--- src/rtl/ramb4_s1_pkg.sv ---
// Shared definitions for the byte-wide controller in front of a 4096x1 RAM.
package ramb4_s1_pkg;

  localparam int RAM_DEPTH = 4096;
  localparam int RAM_AW    = 12;
  localparam int BYTE_AW   = 9;
  localparam int BYTE_BITS = 8;
  localparam int IDX_W     = 3;

  typedef enum logic [2:0] {
    IDLE  = 3'd0,
    WRITE = 3'd1,
    READ  = 3'd2,
    LAST  = 3'd3,
    RESP  = 3'd4
  } state_e;

  // Maps the bit position inside a byte's RAM slot to the data bit it holds.
  function automatic logic [IDX_W-1:0] dataBitIndex(input logic [IDX_W-1:0] ramIdx,
                                                    input logic msbAtLow);
    return msbAtLow ? IDX_W'(3'd7 - ramIdx) : ramIdx;
  endfunction

endpackage

--- src/rtl/ramb4_s1_byte_ctrl.sv ---
// Byte read/write controller that serialises each byte into eight
// consecutive bit accesses of a 4096x1 synchronous RAM.
module ramb4_s1_byte_ctrl
  import ramb4_s1_pkg::*;
#(
  parameter int MSB_AT_LOW = 0
)
(
  input  logic                 CLK,
  input  logic                 RST_N,
  input  logic                 REQ_VALID,
  output logic                 REQ_READY,
  input  logic                 REQ_WE,
  input  logic [BYTE_AW-1:0]   REQ_ADDR,
  input  logic [BYTE_BITS-1:0] REQ_WDATA,
  output logic                 RSP_VALID,
  input  logic                 RSP_READY,
  output logic [BYTE_BITS-1:0] RSP_RDATA,
  output logic [RAM_AW-1:0]    RAM_ADDR,
  output logic                 RAM_DI,
  output logic                 RAM_EN,
  output logic                 RAM_WE,
  output logic                 RAM_RST,
  input  logic                 RAM_DO
);

  localparam logic MSB_LOW = (MSB_AT_LOW != 0);

  state_e               state_q, state_d;
  logic [BYTE_AW-1:0]   addr_q, addr_d;
  logic [BYTE_BITS-1:0] wdata_q, wdata_d;
  logic [IDX_W-1:0]     cnt_q, cnt_d;
  logic [BYTE_BITS-1:0] rdBuf_q, rdBuf_d;
  logic [BYTE_BITS-1:0] rspData_q, rspData_d;
  logic [RAM_AW-1:0]    lastAddr_q, lastAddr_d;

  logic [IDX_W-1:0]     prevIdx;
  logic [RAM_AW-1:0]    ramAddr;
  logic                 ramEn;
  logic                 ramWe;
  logic                 ramDi;

  // Next-state, datapath updates and RAM drive for every FSM state.
  always_comb begin
    state_d    = state_q;
    addr_d     = addr_q;
    wdata_d    = wdata_q;
    cnt_d      = cnt_q;
    rdBuf_d    = rdBuf_q;
    rspData_d  = rspData_q;
    lastAddr_d = lastAddr_q;
    ramAddr    = lastAddr_q;
    ramEn      = 1'b0;
    ramWe      = 1'b0;
    ramDi      = 1'b0;
    prevIdx    = IDX_W'(cnt_q - 3'd1);

    case (state_q)
      IDLE: begin
        if (REQ_VALID) begin
          addr_d  = REQ_ADDR;
          wdata_d = REQ_WDATA;
          cnt_d   = '0;
          state_d = REQ_WE ? WRITE : READ;
        end
      end
      WRITE: begin
        ramEn      = 1'b1;
        ramWe      = 1'b1;
        ramAddr    = {addr_q, cnt_q};
        ramDi      = wdata_q[dataBitIndex(cnt_q, MSB_LOW)];
        lastAddr_d = ramAddr;
        cnt_d      = IDX_W'(cnt_q + 3'd1);
        if (cnt_q == 3'd7) begin
          state_d = IDLE;
        end
      end
      READ: begin
        ramEn      = 1'b1;
        ramAddr    = {addr_q, cnt_q};
        lastAddr_d = ramAddr;
        cnt_d      = IDX_W'(cnt_q + 3'd1);
        if (cnt_q != 3'd0) begin
          rdBuf_d[dataBitIndex(prevIdx, MSB_LOW)] = RAM_DO;
        end
        if (cnt_q == 3'd7) begin
          state_d = LAST;
        end
      end
      LAST: begin
        rdBuf_d[dataBitIndex(prevIdx, MSB_LOW)] = RAM_DO;
        rspData_d = rdBuf_d;
        state_d   = RESP;
      end
      RESP: begin
        if (RSP_READY) begin
          state_d = IDLE;
        end
      end
      default: begin
        state_d = IDLE;
      end
    endcase
  end

  // State and datapath registers, cleared asynchronously by reset.
  always_ff @(posedge CLK or negedge RST_N) begin
    if (!RST_N) begin
      state_q    <= IDLE;
      addr_q     <= '0;
      wdata_q    <= '0;
      cnt_q      <= '0;
      rdBuf_q    <= '0;
      rspData_q  <= '0;
      lastAddr_q <= '0;
    end else begin
      state_q    <= state_d;
      addr_q     <= addr_d;
      wdata_q    <= wdata_d;
      cnt_q      <= cnt_d;
      rdBuf_q    <= rdBuf_d;
      rspData_q  <= rspData_d;
      lastAddr_q <= lastAddr_d;
    end
  end

  assign REQ_READY = RST_N && (state_q == IDLE);
  assign RSP_VALID = (state_q == RESP);
  assign RSP_RDATA = rspData_q;
  assign RAM_ADDR  = ramAddr;
  assign RAM_EN    = ramEn;
  assign RAM_WE    = ramWe;
  assign RAM_DI    = ramDi;
  assign RAM_RST   = 1'b0;

endmodule

--- config.mk ---
export PLATFORM = sky130hd
export DESIGN_NAME = ramb4_s1_byte_ctrl
export DESIGN_NICKNAME = d
export VERILOG_FILES = /design/src/rtl/ramb4_s1_pkg.sv /design/src/rtl/ramb4_s1_byte_ctrl.sv
export SDC_FILE = /design/constraint.sdc
export NUM_CORES = 1
export LEC_CHECK = 0
export ABC_CLOCK_PERIOD_IN_PS = 2000
export BUFFER_PORTS_ARGS = -buffer_cell sky130_fd_sc_hd__buf_2
export CAP_MARGIN = 10
export CELL_PAD_IN_SITES_DETAIL_PLACEMENT = 1
export CELL_PAD_IN_SITES_GLOBAL_PLACEMENT = 1
export CORE_ASPECT_RATIO = 0.6
export CORE_MARGIN = 2
export CORE_UTILIZATION = 41
export CTS_BUF_LIST = sky130_fd_sc_hd__clkbuf_2 sky130_fd_sc_hd__clkbuf_4 sky130_fd_sc_hd__clkbuf_8
export DETAILED_ROUTE_END_ITERATION = 12
export PLACE_DENSITY_LB_ADDON = 0.1
export SYNTH_ARGS = -nofsm -noshare
export SYNTH_HDL_FRONTEND = slang
export SYNTH_SLANG_ARGS = --single-unit
--- constraint.sdc ---
create_clock -name CLK -period 2 [get_ports CLK]
set_clock_uncertainty 0.2 [all_clocks]
set_input_delay 0.4 -clock CLK [delete_from_list [all_inputs] [get_ports CLK]]
set_output_delay 0.4 -clock CLK [all_outputs]
set_load 0.005 [all_outputs]
==> flow_summary.ini, run 1 <==
[worst_hold_path]
hp-class = in2reg
hold_depth = 2
hp-start = RSP_READY
hold_end = state_q[2]

[timing]
setup_violations = 16
finalCritPeriodShare_pct = 118
max_slew_margin_pct = 56.2
slew_violations = 0
finalSetupTns_ps = -4670
post-route-min-period_ps = 2370
rsz0062_at_grt = true
fin_hold_ws_ps = 52.6
hold_viol_final = 0
fmax_mhz = 422
setup_ws_ps = -367
worst_slew_pin_slew_ps = 656

[synthesis]
ys_types = 41
ys_ff_latch = 51
synth_top_area_share_pct = 49.6
ys_seq_area_share_pct = 49.6
synth_top_family_by_area = multiplexers
synthSimpleGateAreaFrac_pct = 12.2
synth_mux_area_share_pct = 17.8
synthesis.area_sq_um = 2570
yosysWarningCount = 0
avgSynthCellArea_sq_um = 12.0
synthCells = 215
synth-main-ff-cell = dfrtp_1
synth_nets = 242
synth_compound_area_share_pct = 12.0
ys_async_sr_fraction_pct = 100
yosys.area.top_type = dfrtp_1
synth-edff-count = 0
synthAdderAreaFrac_pct = 1.95
synth_area_leaders = dfrtp_1, mux2_4, mux2_2, o211ai_1, nand3_1
synth_xor_area_share_pct = 1.02

[critical_path]
rrSetupSlack_ps = 110
cp_cell_sequence = xor2_2 -> and2_4 -> buf_12 -> mux2_4 -> buf_6
critPathMaxFanout = 8
crit_required_ps = 1400
cp-end-kind = primary output
crit_type = reg2out
rr_worst_depth = 4
worst_r2r_startpoint = state_q[1]
cpPeakStageDelay_ps = 440
cp_top_family = flip-flops
crit_buf_inv = 2
crit_slowest_cell = dfrtp_1
r2r-end = wdata_q[7]
start_kind = flip-flop
critPathArrivalTime_ps = 1770

[grt]
grt_pass1_wl_um = 11100
grt_max_degree = 52
grt_remaining_overflow = 0
grt_pass1_vias = 2016
antenna_found_initial = 0
grt_use_total_pct = 20.9

[cells_and_area]
finalNetCount = 311
final_cell_mix = dfrtp_1, buf_2, buf_4
layout_commonest_cell = dfrtp_1
synthToLayoutAreaGrowth_pct = 30.6
postLayoutCellArea_sq_um = 3360
num-fill-cells = 658
layout-drive-gt1-share_pct = 47.4
antenna_cells = 0

[flow_run]
drv_cap = 0

[cts]
cts.sinks = 51
cts_made_buffers = 5
cts_tree = done
cts.htree.levels = 2
path_clk_slew_ps = 110
clockBufferDepth = 2
insertion_delay_ps = 330
cts_hold_buf = 0
cts_root_buf = clkbuf_8

[drt]
wl_um = 6540
ant_nets = 0
drc_errors = 0
drt-initial-drc-count = 72
wl_per_cell_um = 17.7
num_vias = 1919
via_per_inst = 5.20
drt-pass1-iter-count = 4

[floorplan]
die_w_um = 106
io_pins = 49
die-height_um = 65.3
start_util_pct = 42.3
die-area_sq_um = 6940
rows = 22
core_area_sq_um = 6080

[pwr]
power_density_nw_per_um2 = 2020
power_mw = 6.77
ir_drop_mv = 0.821
p_leak_nw = 1.51

[place]
placed_cell_area_sq_um = 2980
pre_cts_ws_ps = -25.9
place_congestion = 0.737
hpwl_um = 4490
portBuffers = 47

[run_status]
failed_checks = negative setup slack
status = finished with violations
## kinds of logic after synthesis
logic type      after synthesis
xor+xnor                      3
simple gates                 58
other cells                   1
buf+inv                      20
mux                          34
fa+ha+maj                     4
flops                        51
compound gates               44
## synth_stat cells, types with 4 or more instances
cell and number:
buf_2 5, dfrtp_1 51, ha_1 4, inv_1 4, mux2_2 16, mux2_4 17, nand2_1 14, nand2b_1 6
nand3_1 17, nor2b_1 4, o211ai_1 22, o21ai_0 7
## layout make-up
| class | count | area [sq um] | share of cell area [%] |
|---|---|---|---|
| sequential | 51 | 1280 | 38.1 |
| timing repair buffer | 77 | 591 | 17.6 |
| multi-input combinational | 144 | 1270 | 37.8 |
| tap | 84 | 105 | 3.13 |
| inverter | 5 | 18.8 | 0.559 |
| clock inverter | 3 | 26.3 | 0.783 |
| clock buffer | 5 | 68.8 | 2.05 |
## power breakdown
part,internal (mW),total [mW],switching [mW]
Clock,0.259,0.663,0.404
Combinational,2.49,4.29,1.80
Sequential,1.52,1.81,0.296
## worst register-to-register path: stages, from the launching register on
cell	delay, ps
dfrtp_1	440
buf_4	210
nor3_4	190
and2_4	350
mux2_2	380
## sequential cells by signal, indices dropped and copies added (netlist names)
signal,cells
wdata_q,8
rdBuf_q,8
RSP_RDATA,8
addr_q,9
lastAddr_q,12
state_q,3
cnt_q,3
## worst max-delay path by stage
stage | start | end | slack (ps) | depth (start not counted)
2_1_floorplan | cnt_q[0] | RSP_RDATA[3] | 40 | 7
3_3_place_gp | cnt_q[0] | RSP_RDATA[7] | 30 | 5
3_5_place_dp | state_q[1] | RAM_ADDR[10] | -30 | 5
4_1_cts | state_q[0] | RAM_ADDR[0] | -350 | 5
5_1_grt | state_q[1] | RAM_ADDR[11] | -430 | 5
6_report | state_q[1] | RAM_ADDR[11] | -370 | 5
## what timing repair did
| item | CTS | global route |
|---|---|---|
| cloned | 1 | 0 |
| setup endpoints to repair | 19 | 30 |
| pin swaps | 3 | 3 |
| buffers inserted | 8 | 3 |
| gates resized for setup | 26 | 13 |
## per-layer routing
| metal | global-route usage (%) | wire, um | share of wire [%] | vias to the layer above |
|---|---|---|---|---|
| met3 | 3.97 | 246 | 3.8 | 7 |
| met4 | 5.92 | 76 | 1.2 | 0 |
| met5 | 0 | 0 | 0 | - |
| met1 | 32.8 | 3600 | 55 | 962 |
| met2 | 29.1 | 2620 | 40 | 39 |
| li1 | - | - | - | 911 |
## stage by stage
stage                     utilization, %  std cells
after CTS                           53.7        367
after global routing                55.2        369
after detailed placement            49.0        352
final                               55.2        369
after floorplan                        -        215
after global placement              49.0        352
Power figures use the tool's default switching activity.
==> inputs of run 2 (changes only) <==
Settings changed: CELL_PAD_IN_SITES_DETAIL_PLACEMENT 1 to 0, CORE_MARGIN 2 to 4.
==> run 2 against run 1 <==
Effect of this change: the flow still finishes with violations (negative setup slack); count of clock-buffer cells in the layout unchanged; combinational power decreased by 2%; register-to-register slack about the same; setup slack gained 86 ps; worst hold slack better by 15 ps; sequential power barely moved; critical path depth did not move; final cell count increased by 0.27%; fmax up 3.8%; clock power is 9.7% lower; routed wire length is 8.8% lower; power shrank 2.6%; critical path type unchanged.
==> flow_summary.ini, run 2 (synthesis gave the netlist of run 1 again) <==
[critical_path]
crit_type = reg2out
cp_top_family = flip-flops
rr_worst_depth = 7
crit_required_ps = 1400
rrSetupSlack_ps = 100
critPathArrivalTime_ps = 1680
cp_cell_sequence = xor2_2 -> and2_4 -> buf_12 -> mux2_4 -> buf_6
start_kind = flip-flop
cp-end-kind = primary output
worst_r2r_startpoint = cnt_q[0]
critPathMaxFanout = 8
crit_slowest_cell = dfrtp_1
cpPeakStageDelay_ps = 410
crit_buf_inv = 2
r2r-end = RSP_RDATA[7]

[worst_hold_path]
hp-start = RSP_READY
hold_end = state_q[2]
hp-class = in2reg
hold_depth = 2

[cells_and_area]
top_regs = lastAddr_q x12, addr_q x9
synthToLayoutAreaGrowth_pct = 29.9
largest_register_ffs = 12
layout-drive-gt1-share_pct = 47.6
antenna_cells = 0
postLayoutCellArea_sq_um = 3340
stdcell_count = 370
layout_commonest_cell = dfrtp_1
largest-register = lastAddr_q
num-fill-cells = 524
final_cell_mix = dfrtp_1, buf_2, buf_4
finalNetCount = 312

[floorplan]
die_w_um = 110
core_area_sq_um = 6080
die-height_um = 69.3
die-area_sq_um = 7640
rows = 22
io_pins = 49
start_util_pct = 42.3

[place]
place_congestion = 0.771
portBuffers = 47
placed_cell_area_sq_um = 2990
dp.cells = 355
pre_cts_ws_ps = 2.08
hpwl_um = 4250

[run_status]
status = finished with violations
failed_checks = negative setup slack

[timing]
fin_hold_ws_ps = 67.2
finalCritPeriodShare_pct = 114
worst_slew_pin_slew_ps = 649
post-route-min-period_ps = 2280
hold_viol_final = 0
max_slew_margin_pct = 56.8
rsz0062_at_grt = true
setup_ws_ps = -281
slew_violations = 0
setup_violations = 13
fmax_mhz = 438

[cts]
cts.sinks = 51
cts_hold_buf = 0
cts_tree = done
insertion_delay_ps = 300
path_clk_slew_ps = 90
clockBufferDepth = 2
cts_root_buf = clkbuf_8
cts_made_buffers = 5
cts.htree.levels = 2

[drt]
drt-pass1-iter-count = 4
wl_per_cell_um = 16.1
num_vias = 1897
drt-initial-drc-count = 114
via_per_inst = 5.13
wl_um = 5960
drc_errors = 0
ant_nets = 0

[grt]
grt_remaining_overflow = 0
grt_use_total_pct = 16.2
grt_max_degree = 52
grt_pass1_vias = 1854
antenna_found_initial = 0
grt_pass1_wl_um = 9780

[flow_run]
drv_cap = 0

[pwr]
power_density_nw_per_um2 = 1970
power_mw = 6.59
ir_drop_mv = 0.781
p_leak_nw = 1.50
[run 2: where the power goes]
group | switching, mW | total, mW | internal [mW]
Clock | 0.355 | 0.599 | 0.244
Combinational | 1.75 | 4.21 | 2.46
Sequential | 0.265 | 1.78 | 1.52
Total | 2.37 | 6.59 | 4.22
[run 2: worst max-delay path by stage]
stage,startpoint,end,slack (ps),depth (start not counted)
after detailed placement,state_q[1],RAM_ADDR[8],2,5
after global routing,state_q[1],RAM_ADDR[0],-370,5
final,state_q[0],RAM_ADDR[0],-280,5
after global placement,state_q[1],RAM_ADDR[8],40,5
after floorplan,cnt_q[0],RSP_RDATA[3],40,7
after CTS,state_q[0],RAM_ADDR[4],-310,5
[run 2: layout make-up]
class / instances / area, sq um / share of cell area [%]
multi-input cells: 144 / 1260 / 37.6
well taps: 84 / 105 / 3.15
repair buffers: 78 / 593 / 17.8
flip-flops and latches: 51 / 1280 / 38.3
clock buffers: 5 / 68.8 / 2.06
inverters: 5 / 18.8 / 0.562
clock inverters: 3 / 20.0 / 0.599
[run 2: metrics by stage]
step	setup TNS (ps)	util [%]
finish	-3380	54.9
global route	-4530	54.9
CTS	-3720	53.8
detailed placement	0	49.1
global placement	0	49.1
floorplan	0	-
[run 2: metal layers]
layer  global-route usage, %  vias up  wire [um]
li1                        -      924          -
met1                    27.3      924       3280
met2                    20.4       45       2310
met3                    3.63        4        333
met4                    3.69        0         41
met5                       0        -          0
[run 2: what timing repair did]
item | in CTS | in global routing
setup buffers | 5 | 1
gates cloned | 1 | 0
resized for setup | 27 | 12
endpoints found under the setup margin | 15 | 30
pin swaps | 3 | 2
==> inputs of run 3 (changes only) <==
Settings changed: CELL_PAD_IN_SITES_DETAIL_PLACEMENT 0 to unset, CELL_PAD_IN_SITES_GLOBAL_PLACEMENT 1 to unset, CORE_UTILIZATION 41 to 52, PLACE_DENSITY set to 0.79, PLACE_DENSITY_LB_ADDON 0.1 to unset.
==> run 3 against run 2 <==
Effect of this change: sequential share of layout area rose by 0.46 points; critical path depth did not move; utilization rose by 16 points; the run still ends with negative setup slack left; sequential power barely moved; critical path type unchanged; count of clock-buffer cells in the layout did not move; via count rose by 3.5%; fmax fell by 2.7%; first-iteration DRC count rose by 30%; largest power group unchanged; routed wire length rose by 5.5%.
==> flow_summary.ini, run 3 (synthesis gave the netlist of run 1 again) <==
[critical_path]
r2r-end = rdBuf_q[7]
rr_worst_depth = 6
rrSetupSlack_ps = 110
crit_required_ps = 1400
worst_r2r_startpoint = cnt_q[0]
crit_buf_inv = 2
crit_cells = 5
cpPeakStageDelay_ps = 420
crit_type = reg2out
cp_cell_sequence = xor2_2 -> and2_4 -> buf_12 -> mux2_4 -> buf_6
critPathMaxFanout = 8
cp-end-kind = primary output
start_kind = flip-flop
critPathArrivalTime_ps = 1750
crit_slowest_cell = dfrtp_1
cp_top_family = flip-flops

[grt]
grt_use_total_pct = 20.3
grt_pass1_vias = 1863
grt_pass1_wl_um = 10100
grt_remaining_overflow = 0
antenna_found_initial = 0
grt_max_degree = 52

[drt]
top_layer = met4
drt-pass1-iter-count = 4
drt-initial-drc-count = 148
via_per_inst = 5.66
dr_wl_met2_um = 2780
wl_um = 6290
m1WireLength_um = 2880
num_vias = 1963
drc_errors = 0
wl_met3_um = 535
wl_per_cell_um = 18.1
ant_nets = 0

[timing]
post-route-min-period_ps = 2350
max_slew_margin_pct = 57.9
slew_violations = 0
setup_violations = 13
setup_ws_ps = -346
fin_hold_ws_ps = 4.61
rsz0062_at_grt = true
worst_slew_pin_slew_ps = 632
fmax_mhz = 426
finalCritPeriodShare_pct = 117
hold_viol_final = 0

[floorplan]
rows = 19
die_w_um = 98.8
die-height_um = 62.5
core_area_sq_um = 4680
io_pins = 49
start_util_pct = 54.9
die-area_sq_um = 6170

[pwr]
ir_drop_mv = 0.945
p_int_mw = 4.24
p_seq_share_pct = 26.8
p_switching_mw = 2.52
swShare_pct = 37.3
power_density_nw_per_um2 = 2050
clock_power_share_pct = 9.4
power_mw = 6.76
p_leak_nw = 1.50
comb_power_share_pct = 63.8

[cts]
cts.htree.levels = 2
path_clk_slew_ps = 100
insertion_delay_ps = 310
cts.sinks = 51
cts_made_buffers = 5
clockBufferDepth = 2
cts_root_buf = clkbuf_8
cts_tree = done

[cells_and_area]
antenna_cells = 0
top_regs = lastAddr_q x12, addr_q x9
synthToLayoutAreaGrowth_pct = 28.5
fin_util_pct = 70.5
final_cell_mix = dfrtp_1, buf_2, buf_4
largest-register = lastAddr_q
layout_commonest_cell = dfrtp_1
layout-drive-gt1-share_pct = 48.2
finalNetCount = 310
largest_register_ffs = 12

[place]
place_congestion = 0.895
hpwl_um = 4100
portBuffers = 47
pre_cts_ws_ps = -49.2

[flow_run]
drv_cap = 0

[worst_hold_path]
hp-class = in2async

[run_status]
status = finished with violations
failed_checks = negative setup slack
## run 3: cell count changes in the layout (fill, tap and decap cells not counted), sizes merged
cell / before / now
inv: 5 / 6
buf: 78 / 76
clkinvlp: 2 / 0
clkinv: 1 / 2
## run 3: worst max-delay path by stage
| stage | startpoint | end | slack (ps) |
|---|---|---|---|
| floorplan | cnt_q[0] | RSP_RDATA[3] | 40 |
| global placement | state_q[1] | RAM_ADDR[7] | 40 |
| detailed placement | state_q[1] | RAM_ADDR[11] | -50 |
| CTS | state_q[0] | RAM_ADDR[11] | -350 |
| global route | state_q[1] | RAM_ADDR[9] | -420 |
| finish | state_q[1] | RAM_ADDR[9] | -350 |
## run 3: repair_timing
item	CTS	global route
endpoints found under the setup margin	14	32
hold buffers	0	0
gates cloned	1	0
gates resized for setup	23	18
pin swaps	2	4
buffers inserted	5	6
## run 3: layout make-up
| cell class | instances | area, sq um |
|---|---|---|
| Multi-Input combinational cell | 144 | 1260 |
| Sequential cell | 51 | 1280 |
| Tap cell | 63 | 78.8 |
| Clock inverter | 3 | 28.8 |
| Timing Repair Buffer | 76 | 567 |
| Clock buffer | 5 | 68.8 |
| Fill cell | 321 | 1380 |
| Inverter | 5 | 18.8 |
## run 3: through the flow
stage	area (sq um)	instances	setup TNS, ps
6_report	3300	347	-4120
5_1_grt	3300	347	-5180
4_1_cts	3190	342	-4100
3_5_place_dp	2920	328	-167
3_3_place_gp	2920	328	0
2_1_floorplan	2580	215	0
## run 3: routing by layer
layer / vias up / track usage, %
li1: 923 / -
met3: 12 / 3.90
met1: 940 / 32.1
met2: 88 / 28.4
met4: 0 / 4.43
met5: - / 0
## run 3: power by group through the flow
| stage | clock, mW | combinational (mW) | sequential (mW) |
|---|---|---|---|
| global route | 0.699 | 4.61 | 1.87 |
| floorplan | 0 | 2.23 | 1.73 |
| CTS | 0.649 | 3.93 | 1.79 |
| finish | 0.636 | 4.31 | 1.81 |
| detailed placement | 0 | 3.20 | 1.80 |
| global placement | 0 | 3.11 | 1.78 |
